## config.mk

```make
export PLATFORM = sky130hd
export DESIGN_NAME = router_fifo
export DESIGN_NICKNAME = d
export VERILOG_FILES = /design/src/rtl/router_fifo.sv
export SDC_FILE = /design/constraint.sdc
export NUM_CORES = 1
export LEC_CHECK = 0
export CAP_MARGIN = 30
export CORE_MARGIN = 1.5
export CORE_UTILIZATION = 45
export CTS_CLUSTER_DIAMETER = 30
export DETAILED_ROUTE_END_ITERATION = 16
export GPL_ROUTABILITY_DRIVEN = 0
export SLEW_MARGIN = 10
export SYNTH_ARGS = -nofsm -noshare
export SYNTH_HDL_FRONTEND = slang
export SYNTH_SLANG_ARGS = --single-unit
```

## constraint.sdc

```tcl
create_clock -name clock -period 2.45 [get_ports clock]
set_input_delay 0.245 -clock clock [delete_from_list [all_inputs] [get_ports clock]]
set_output_delay 0.245 -clock clock [all_outputs]
set_load 0.1 [all_outputs]
```

## src/rtl/router_fifo.sv

```systemverilog
// router_fifo: per-port output buffer storing header-tagged bytes and tracking the remaining bytes of the packet being read.
// Optional ROUTER_FIFO_TRISTATE_EN makes data_out float instead of driving 0 when cleared or idle.
module router_fifo #(
   parameter int DATA_WIDTH = 8,
   parameter int DEPTH      = 16,
   parameter int ADDR_WIDTH = 4
) (
   input  logic                  clock,
   input  logic                  resetn,
   input  logic                  soft_reset,
   input  logic                  write_enb,
   input  logic                  read_enb,
   input  logic                  lfd_state,
   input  logic [DATA_WIDTH-1:0] data_in,
   output logic [DATA_WIDTH-1:0] data_out,
   output logic                  full,
   output logic                  empty
);
`ifdef ROUTER_FIFO_TRISTATE_EN
   localparam logic [DATA_WIDTH-1:0] IDLE_VAL = 'z;
`else
   localparam logic [DATA_WIDTH-1:0] IDLE_VAL = '0;
`endif
   logic [DATA_WIDTH:0]   mem_q [DEPTH];
   logic [ADDR_WIDTH:0]   wr_ptr_q, wr_ptr_d, rd_ptr_q, rd_ptr_d;
   logic [6:0]            pkt_count_q, pkt_count_d;
   logic [DATA_WIDTH-1:0] data_out_q, data_out_d;
   logic [DATA_WIDTH:0]   rd_word;
   logic                  do_wr, do_rd, clr;
   assign empty    = wr_ptr_q == rd_ptr_q;
   assign full     = (wr_ptr_q[ADDR_WIDTH] != rd_ptr_q[ADDR_WIDTH]) &&
                     (wr_ptr_q[ADDR_WIDTH-1:0] == rd_ptr_q[ADDR_WIDTH-1:0]);
   assign clr      = !resetn || soft_reset;
   assign do_wr    = write_enb && !full;
   assign do_rd    = read_enb && !empty;
   assign rd_word  = mem_q[rd_ptr_q[ADDR_WIDTH-1:0]];
   assign data_out = data_out_q;
   // A header word loads its payload length plus one for the trailing parity byte
   always_comb begin
      wr_ptr_d    = do_wr ? wr_ptr_q + 1'b1 : wr_ptr_q;
      rd_ptr_d    = do_rd ? rd_ptr_q + 1'b1 : rd_ptr_q;
      pkt_count_d = !do_rd ? pkt_count_q :
                    rd_word[DATA_WIDTH] ? 7'(rd_word[DATA_WIDTH-1:2]) + 7'd1 :
                    (pkt_count_q != 7'd0) ? pkt_count_q - 7'd1 : pkt_count_q;
      data_out_d  = do_rd ? rd_word[DATA_WIDTH-1:0] :
                    (pkt_count_q == 7'd0) ? IDLE_VAL : data_out_q;
   end
   always_ff @(posedge clock) begin
      if (clr) begin
         wr_ptr_q    <= '0;
         rd_ptr_q    <= '0;
         pkt_count_q <= '0;
         data_out_q  <= IDLE_VAL;
         for (int i = 0; i < DEPTH; i++) mem_q[i] <= '0;
      end else begin
         wr_ptr_q    <= wr_ptr_d;
         rd_ptr_q    <= rd_ptr_d;
         pkt_count_q <= pkt_count_d;
         data_out_q  <= data_out_d;
         if (do_wr) mem_q[wr_ptr_q[ADDR_WIDTH-1:0]] <= {lfd_state, data_in};
      end
   end
endmodule

```

==> summary by stage <==
Global routing
The number of antenna violations at the first check in global routing is 1. The overflow left after global routing is 0. The first global-routing pass estimated 28400 um of wire. The maximum number of pins on one net before global-route repair is 24. Across every metal layer, demand over resource in global routing totals 21.3%. The number of global-route vias before repair is 4861.

Synthesis
During synthesis, Yosys emitted a total of 0 warnings. When the netlist entered floorplanning its net count stood at 605. Counting flops with an async set or reset pin after synthesis yields a share of 0%.

Summed over all instances, the cell type with the most area after synthesis is edfxtp_1. Each instance of the synthesized netlist takes up on average 13.8 um2. The synthesized design contains 144 enable-type register cells. The synthesized instance count is 583. The distinct cell type count after synthesis is 41. The post-synthesis sequential area ratio is 61.0%. Summing every instance area after synthesis gives 8040 um2. For this run, the leading register cell type out of synthesis is edfxtp_1. After synthesis, the cell types taking the most area are edfxtp_1, and2_1, dfxtp_1. In this run, synthesis produced a sequential element count of 173. Summed over its instances, the top area cell type makes up 53.8% of the synthesized netlist area.

Die
The number of top-level design ports is 24. The width of the die is 137 um. After floorplanning, the core was divided into 48 placement rows.

The floorplan step defined a die boundary enclosing 18700 um2. For this configuration, the core starts out at a cell density of 46.3%. The core region is 17400 um2. In this run the vertical extent of the chip is 137 um.

Worst setup path
For the worst setup path, the data arrival time is 2750 ps. By startpoint and endpoint, the worst setup path is classified as register to register. Counting cells, the worst reg-to-reg path comes to 8. The flop-to-flop setup slack is 40 ps. The critical path endpoint category is a register.

Of all nets on the critical path, the largest fanout is 6. The capturing point of the worst reg2reg path is pkt_count_q[5]. The endpoint required time on the critical path is 2790 ps.

STA classifies the critical path startpoint as a register.

Route
The routed design has 18400 um of wire. The detailed router finished its first iteration with 327 violations. The iteration count of the initial detailed-routing pass is 7.

The via density per instance is 5.46. Dividing the detail-routed wire length by the instance count gives 20.5 um. After detailed routing, the number of remaining DRC violations is 0.

Summing over every cut layer, the via total after detailed routing is 4907. The final antenna-violating net count is 0.

Timing
The period utilization is 98.3%. At the pin with the least slew margin, the transition time is 837 ps. Setup repair after global routing could not meet its margin everywhere. The number of setup violations in the final report is 0. The time the final worst path needs with I/O delays and setup is 2410 ps. Setup total negative slack on the finished layout was measured at 0 ps. The count of final hold-check violations came to 0. Between clock sinks in the finished design, the worst skew comes to 10.5 ps. The fmax is 415 MHz.

The final count of pins violating max slew is 0. The normalized max-slew margin is 44.2%.

Clocking
The number of clock sinks is 173. The clock root buffer master is clkbuf_16. The clock-pin slew on the worst setup and hold paths is 70 ps.

The clock buffer count from CTS is 17. The clock insertion delay at the later pin of the skew report is 440 ps. TritonCTS built the clock tree. The clock passes through at most 2 buffers. The H-tree was split into 4 levels.

Flow run
Max-cap violations in this run came to 0.

Worst hold path
The class of the tightest hold or removal check is register to register. The number of instances on the worst hold path is 2. The hold path endpoint is data_out[4]. The startpoint identified for the worst hold timing path is data_out[4].

Placed design
The half-perimeter wire length of the detailed placement result is 12400 um. The post-placement cell count is 860. The count of buffers added on input and output ports is 23.

Finish
The number of nets in the layout is 683. The post-route netlist has 24.7% of its cells at a drive strength greater than 1. The non-filler instance count after layout is 898. 0 antenna diodes ended up in the layout.

The area growth from synthesis to layout is 19.8%.

Run status
The flow ran to the end, and the final reports show no timing, DRC or antenna violations.

Power and ir drop
IR analysis of the VDD net gives a maximum drop of 0.508 mV. After layout, the design draws a total of 6290 uW. The areal power density over the cells is 652 nW/um2. The cell leakage power is 0.00359 uW.
[timing repair]
item	4_1_cts	5_1_grt
gates cloned	0	1
pin swaps	2	14
endpoints found under the setup margin	7	40
setup buffers	0	6
hold buffers	0	0
gates resized for setup	11	36
[synth_stat cells, types with 3 or more instances]
cell type  count
and2_1       146
edfxtp_1     144
nor2_1        37
dfxtp_1       29
mux4_2        25
clkbuf_1      22
nand2_1       18
o21ai_0       16
a21oi_1       15
nand3_1       14
mux4_1        13
a22oi_1        9
xnor2_1        9
ha_1           8
nand2b_1       8
xor2_1         7
inv_1          6
nor3_1         6
nand4_1        5
buf_1          4
buf_2          4
nor2b_1        4
a221oi_2       3
a22o_1         3
and3_1         3
nor3b_1        3
o21a_1         3
[per-stage QoR]
step | utilization, % | worst slack (ps) | instance area, um2 | hold WS [ps]
after floorplan | - | 16.1 | 8040 | 443
after global placement | 51.4 | -14.2 | 8920 | 459
after detailed placement | 51.4 | -105 | 8920 | 468
after CTS | 54.7 | 10.9 | 9500 | 476
after global routing | 55.5 | -37.0 | 9640 | 500
final | 55.5 | 41.0 | 9640 | 470
[placed cells by master (no fill, tap or decap), types with 5 or more instances in the layout]
master	netlist	final
and2_1	146	146
edfxtp_1	144	144
buf_4	1	65
mux4_2	25	35
nor2_1	37	32
dfxtp_1	29	28
clkbuf_16	0	18
a21oi_1	15	15
nand3_1	14	14
o21ai_0	16	14
nand2_1	18	14
clkdlybuf4s50_1	0	13
xnor2_1	9	9
nand2b_1	8	8
buf_12	0	8
xor2_1	7	7
ha_1	8	7
inv_1	6	6
nor3_1	6	6
nand4_1	5	5
a22oi_2	0	5
nor2_2	0	5
[metal layers]
| layer | vias up | track usage [%] | wire (um) |
|---|---|---|---|
| met1 | 2476 | 29.0 | 8210 |
| met5 | - | 0 | 0 |
| li1 | 2299 | - | - |
| met3 | 18 | 5.22 | 987 |
| met4 | 0 | 5.79 | 214 |
| met2 | 114 | 34.1 | 9030 |
[state kept, by name, summed over array words and instances (netlist names), named ones only]
signal and flops:
mem_q 144, pkt_count_q 7, data_out 8, rd_ptr_q 5, wr_ptr_q 5
[cells by family (layout without fill, tap and decap cells)]
kind of cell	after synthesis	count (layout)	share of synthesized area, %
compound gates	60	60	5.09
flops	173	173	61.0
fa+ha+maj	8	8	1.24
simple gates	247	247	17.3
buf+inv	39	129	2.16
mux	40	40	11.5
xor+xnor	16	16	1.74
[report_power, final]
part	leakage [uW]	internal (uW)	switching [uW]
logic	0.00150	185	239
registers	0.00184	3280	32.9
clock network	0.000255	1390	1160
total	0.00359	4850	1430
[critical path, stage by stage (launching register included)]
cell and delay [ps]:
dfxtp_4 380, buf_6 150, buf_12 140, mux4_2 380
a221oi_2 70, buf_4 170, or4_1 510, o221a_1 260
a221oi_2 270
[worst max-delay path by stage]
stage,from,end,slack (ps),cells past startpoint
after global routing,register,pkt_count_q[5],-40,9
after detailed placement,register,pkt_count_q[5],-110,7
after floorplan,wr_ptr_q[3],mem_q[12][0],20,7
after CTS,register,pkt_count_q[5],10,7
after global placement,register,pkt_count_q[5],-10,7
final,register,pkt_count_q[5],40,8
[final cells by class]
class | instances | area, um2
clock inverter | 14 | 120
clock buffer | 17 | 425
fill | 1382 | 7720
timing repair buffer | 92 | 863
tap | 225 | 282
multi-input combinational | 371 | 3020
sequential | 173 | 4910
inverter | 6 | 22.5
Note: power is estimated with default switching activity, not from simulation.
